### config.mk
export PLATFORM = sky130hd
export DESIGN_NAME = fetch_queue
export DESIGN_NICKNAME = d
export VERILOG_FILES = /design/src/rtl/fetch_pkg.sv /design/src/rtl/fetch_queue.sv
export SDC_FILE = /design/constraint.sdc
export NUM_CORES = 1
export LEC_CHECK = 0
export CORE_ASPECT_RATIO = 0.75
export CORE_MARGIN = 2
export CORE_UTILIZATION = 60
export CTS_CLUSTER_SIZE = 40
export DETAILED_ROUTE_END_ITERATION = 16
export DONT_BUFFER_PORTS = 1
export GPL_TIMING_DRIVEN = 0
export HOLD_SLACK_MARGIN = 0.12
export PLACE_DENSITY_LB_ADDON = 0.1
export SLEW_MARGIN = 5
export SYNTH_ARGS = -nofsm -noshare
export SYNTH_HDL_FRONTEND = slang
export SYNTH_SLANG_ARGS = --single-unit
### constraint.sdc
create_clock -name clk -period 8.29 [get_ports clk]
set_input_delay 2.487 -clock clk [delete_from_list [all_inputs] [get_ports clk]]
set_output_delay 2.487 -clock clk [all_outputs]
set_load 0.1 [all_outputs]
### src/rtl/fetch_pkg.sv
// fetch_pkg: shared types and helpers for the fetch-to-decode instruction queue.
//   fq_entry_t   : one buffered entry {pc, instr, misalign}
//   FQ_DEPTH     : default queue depth
//   select_instr : picks the 32-bit instruction half of a 64-bit fetch word
package fetch_pkg;

    localparam int FQ_DEPTH   = 4;
    localparam int FQ_ADDR_W  = 64;
    localparam int FQ_FETCH_W = 64;
    localparam int FQ_INSTR_W = 32;

    typedef struct packed {
        logic [63:0] pc;
        logic [31:0] instr;
        logic        misalign;
    } fq_entry_t;

    // Address bit 2 selects which 32-bit half of the 8-byte fetch word holds the PC's instruction.
    function automatic logic [31:0] select_instr(input logic [63:0] word,
                                                 input logic [63:0] addr);
        return addr[2] ? word[63:32] : word[31:0];
    endfunction

endpackage

### src/rtl/fetch_queue.sv
// fetch_queue: decoupling FIFO between the instruction fetcher and decode.
// Each accepted fetch word is reduced to the instruction addressed by its PC and
// stored as {pc, instr, misalign}. A flush (or reset low) empties the queue in one cycle.
// Ports:
//   clk, reset (sync, active-low)
//   fetch_valid/fetch_ready/fetch_instr/fetch_addr : producer handshake
//   flush                                           : discard all entries
//   decode_valid/decode_ready/decode_instr/decode_pc/decode_misalign : consumer handshake
//   occupancy                                       : entries currently held (0..DEPTH)
module fetch_queue
    import fetch_pkg::*;
#(
    parameter int DEPTH   = FQ_DEPTH,
    parameter int ADDR_W  = FQ_ADDR_W,
    parameter int FETCH_W = FQ_FETCH_W,
    parameter int INSTR_W = FQ_INSTR_W
) (
    input  logic                     clk,
    input  logic                     reset,
    input  logic                     fetch_valid,
    input  logic [FETCH_W-1:0]       fetch_instr,
    input  logic [ADDR_W-1:0]        fetch_addr,
    output logic                     fetch_ready,
    input  logic                     flush,
    output logic                     decode_valid,
    input  logic                     decode_ready,
    output logic [INSTR_W-1:0]       decode_instr,
    output logic [ADDR_W-1:0]        decode_pc,
    output logic                     decode_misalign,
    output logic [$clog2(DEPTH):0]   occupancy
);

    localparam int IDX_W = $clog2(DEPTH);
    localparam int PTR_W = IDX_W + 1;

    // Pointers carry one extra wrap bit so full and empty are distinguishable.
    logic [PTR_W-1:0] rd_ptr;
    logic [PTR_W-1:0] wr_ptr;
    logic [IDX_W-1:0] rd_idx;
    logic [IDX_W-1:0] wr_idx;
    logic             empty;
    logic             full;
    logic             push;
    logic             pop;
    fq_entry_t        mem [DEPTH];
    fq_entry_t        head;
    fq_entry_t        new_entry;

    assign rd_idx = rd_ptr[IDX_W-1:0];
    assign wr_idx = wr_ptr[IDX_W-1:0];
    assign empty  = (rd_ptr == wr_ptr);
    assign full   = (rd_idx == wr_idx) && (rd_ptr[IDX_W] != wr_ptr[IDX_W]);

    // Ready depends only on the reset input and pointer state, never on decode_ready,
    // so a pop in a full cycle cannot open the door to a same-cycle push.
    assign fetch_ready  = reset && !full;
    assign decode_valid = !empty;

    assign push = fetch_valid && fetch_ready && !flush;
    assign pop  = decode_valid && decode_ready && !flush;

    assign new_entry.pc       = fetch_addr;
    assign new_entry.instr    = select_instr(fetch_instr, fetch_addr);
    assign new_entry.misalign = |fetch_addr[1:0];

    always_ff @(posedge clk) begin
        if (!reset || flush) begin
            rd_ptr <= '0;
            wr_ptr <= '0;
        end else begin
            if (push) begin
                wr_ptr <= wr_ptr + PTR_W'(1);
            end
            if (pop) begin
                rd_ptr <= rd_ptr + PTR_W'(1);
            end
        end
    end

    // Storage is never reset; the pointers alone define which entries are live.
    always_ff @(posedge clk) begin
        if (push) begin
            mem[wr_idx] <= new_entry;
        end
    end

    assign head = mem[rd_idx];

    // Outputs are forced to zero when empty so stale storage never leaks to decode.
    assign decode_instr    = empty ? '0 : head.instr;
    assign decode_pc       = empty ? '0 : head.pc;
    assign decode_misalign = empty ? 1'b0 : head.misalign;

    assign occupancy = wr_ptr - rd_ptr;

    a_no_push_full: assert property (@(posedge clk) disable iff (!reset) !(push && full));
    a_no_pop_empty: assert property (@(posedge clk) disable iff (!reset) !(pop && empty));
    a_occ_range:    assert property (@(posedge clk) disable iff (!reset)
                                     occupancy <= PTR_W'(DEPTH));

endmodule
==> summary.txt <==
Power
  • Clock power frac: 40.5%
  • Combinational share of power: 7.6%
  • Maximum VDD drop: 201 uV
  • Switch Pwr: 0.000963 W
  • Power per Cell Area: 242 nW/um2
  • Switching share of power: 22.4%
  • Lkg Pwr: 5.50 nW
  • P_int: 0.00334 W
  • Flop pwr share: 51.8%

Synth
  • Syn nets: 855
  • Post-synthesis mux area share: 16.6%
  • Yosys top cell by area: edfxtp_1
  • Compound-Gate Fraction of Synth Area: 0.328%
  • Post-synthesis adder-cell area fraction: 0.688%
  • Simple-Gate Fraction of Synth Area: 4.84%
  • Post-synthesis cell type count: 32
  • Synthesized cell area: 15600 um2
  • Share of the synthesized area in the top cell type: 74.5%
  • Ys Warns: 0
  • Seq/Total Area, Yosys: 75.5%
  • Ranking of synthesized cells by area: edfxtp_1 (75%), mux4_2 (14%), nor2b_1 (3.5%)
  • Largest family of logic cells by synthesized area: multiplexers
  • #FFs+latches synth: 396
  • Avg Synthesized Cell Area: 21.9 um2
  • Syn Inst Count: 714
  • Fraction of synthesized cell area in xor and xnor cells: 0.216%

Worst setup path
  • Type of destination of the critical path: output pin
  • WP buf/inv: 0
  • Crit-path max FO: 2
  • WS Path Type: input pin to output pin
  • Reg2Reg Depth: 6
  • Slowest CP cell: and2_1
  • WP data arrival: 3.23 ns
  • Worst path top cell family by delay: simple AND/OR/NAND/NOR gates
  • CP required: 5.80 ns
  • Delay of the slowest critical-path stage: 0.74 ns
  • Cells along the critical path: and2_1
  • Crit. path cell count: 1
  • Startpoint Class: input pin

Placement
  • DP Worst Slack: 2.57 ns
  • DPL Wire Length: 18900 um
  • Port bufs: 0
  • RePlAce Congestion: 0.770

Floorplan
  • CORE AREA: 25800 um2
  • DIE WIDTH: 190 um
  • DIE HEIGHT: 144 um
  • I/O pin cnt: 235
  • Row count: 51
  • Die ar.: 27400 um2
  • Initial core utilization: 60.7%

Clocking
  • CTS buffer count: 38
  • Clock Sinks: 396
  • Root buffer cell: clkbuf_16
  • CTS tree: yes
  • CTS Hold Buffers Added: 0
  • Clock slew at reported path FFs: 0.06 ns
  • Worst-Skew Late Latency: 0.52 ns
  • CTS max path bufs: 3
  • Htree depth: 2
  • Post-CTS Setup Bufs: 0
  • Post-CTS sizing: 0

Global routing
  • Initial antenna violation count: 0
  • First-pass GRT wire length: 44400 um
  • Vias in the first global route: 7549
  • Tot GR Track Use: 22.1%
  • Gr ovfl total: 0
  • Largest net degree at the start of global routing: 54

STA
  • Minimum clock period: 5.72 ns
  • Setup WS post-layout: 2.57 ns
  • RSZ-0062 raised after global routing: no
  • Slew Limit Fails: 0
  • Slew HR: 13.9%
  • Setup violations, final: 0
  • Final hold violation count: 0
  • Setup_tns: 0 ns
  • Setup Skew: 0.0208 ns
  • Highest Clock Rate: 175 MHz
  • Period utilisation layout: 69.0%
  • Measured slew at the worst slew-check pin: 1.29 ns

Detailed routing
  • First DRT Iteration DRCs: 532
  • DR vias: 6937
  • Drt pass-1 iters: 5
  • Drt total wl: 29600 um
  • DRC viols: 0
  • Post-route ant nets: 0
  • Avg WL per Cell: 26.2 um
  • Vias per cell: 6.13

Status
  • Outcome: completed

Final layout
  • Layout cells sized above 1: 38.7%
  • Antenna fix cells: 0
  • Commonest non-fill, non-tap cells in the layout: edfxtp_1 (388), mux4_2 (97), nor2b_2 (87), clkbuf_16 (41), mux2_2 (32)
  • Commonest non-fill, non-tap cell in the layout: edfxtp_1
  • Nets: 902
  • Area Overhead vs Synth: 13.4%

Worst hold path
  • Hold path depth: 2
  • Hold WC Path Type: flop to flop

Run
  • Max_cap viols: 0
kinds of logic (layout without fill, tap and decap cells):
family | after synthesis | after routing
flip-flops | 396 | 396
multiplexers | 134 | 134
AND/OR/NAND/NOR | 120 | 120
buffers and inverters | 45 | 119
adder cells (fa/ha/maj) | 8 | 8
AO/OA/AOI/OAI | 8 | 8
XOR/XNOR | 3 | 3
state kept, by name, indices dropped and copies added, names as in the netlist, named ones only:
register  flops
mem         388
rd_ptr        3
wr_ptr        3
metrics by stage:
step / utilization, % / area, um2 / instances / hold WS (ns) / total power [W]
floorplan: - / 15600 / 714 / 0.470 / 0.00255
global placement: 62.3 / 16100 / 1058 / 0.493 / 0.00259
detailed placement: 63.9 / 16500 / 1065 / 0.530 / 0.00260
CTS: 68.8 / 17700 / 1132 / 0.538 / 0.00433
global route: 68.8 / 17700 / 1132 / 0.566 / 0.00442
finish: 68.8 / 17700 / 1132 / 0.538 / 0.00430
routing by layer:
metal  GRT usage (%)  share of wire (%)
met5               0                  0
met4            5.43                1.7
met3            6.54                9.3
met2            36.4                 49
met1            29.6                 40
power by group through the flow:
stage / clock (W) / combinational (W) / sequential, W
floorplan: 0 / 0.000278 / 0.00227
global placement: 0 / 0.000311 / 0.00227
detailed placement: 0 / 0.000330 / 0.00227
CTS: 0.00177 / 0.000331 / 0.00223
global route: 0.00185 / 0.000342 / 0.00223
finish: 0.00174 / 0.000329 / 0.00223
cell type report:
class                   count  area, um2
well taps                 344        430
repair buffers              7        163
fillers                  1584       8040
multi-input cells         273       3780
inverters                   8       30.0
flip-flops and latches    396      11800
clock buffers              45       1040
clock inverters            22        225
plain buffers              37        251
cells in the mapped netlist:
cell type / instances
o21ai_0: 2
clkbuf_1: 17
o2111ai_1: 1
buf_12: 4
nor2b_1: 88
nor2b_4: 1
buf_4: 6
nand4b_1: 1
nand2_1: 10
nand4_1: 1
or2_2: 1
buf_6: 2
mux4_2: 97
fa_1: 1
dfxtp_1: 8
edfxtp_1: 388
xnor2_1: 2
and2b_1: 9
o211ai_1: 2
mux2_2: 32
and2_1: 2
ha_1: 7
nor2_1: 1
nand2b_1: 2
mux2i_1: 5
and4_1: 3
nor2_4: 1
xor2_2: 1
a21boi_0: 1
buf_2: 8
a21oi_1: 2
inv_1: 8
final timing paths:
path	slack [ns]	endpoint	startpoint
setup / recovery	2.57	fetch_ready	reset
setup reg to reg	5.49	mem[2][12]$_DFFE_PP_	wr_ptr[0]$_SDFFE_PP0P_
hold reg to reg	0.54	rd_ptr[0]$_SDFFE_PP0P_	rd_ptr[0]$_SDFFE_PP0P_
hold / removal	0.54	rd_ptr[0]$_SDFFE_PP0P_	rd_ptr[0]$_SDFFE_PP0P_
Note: power is estimated with default switching activity, not from simulation.
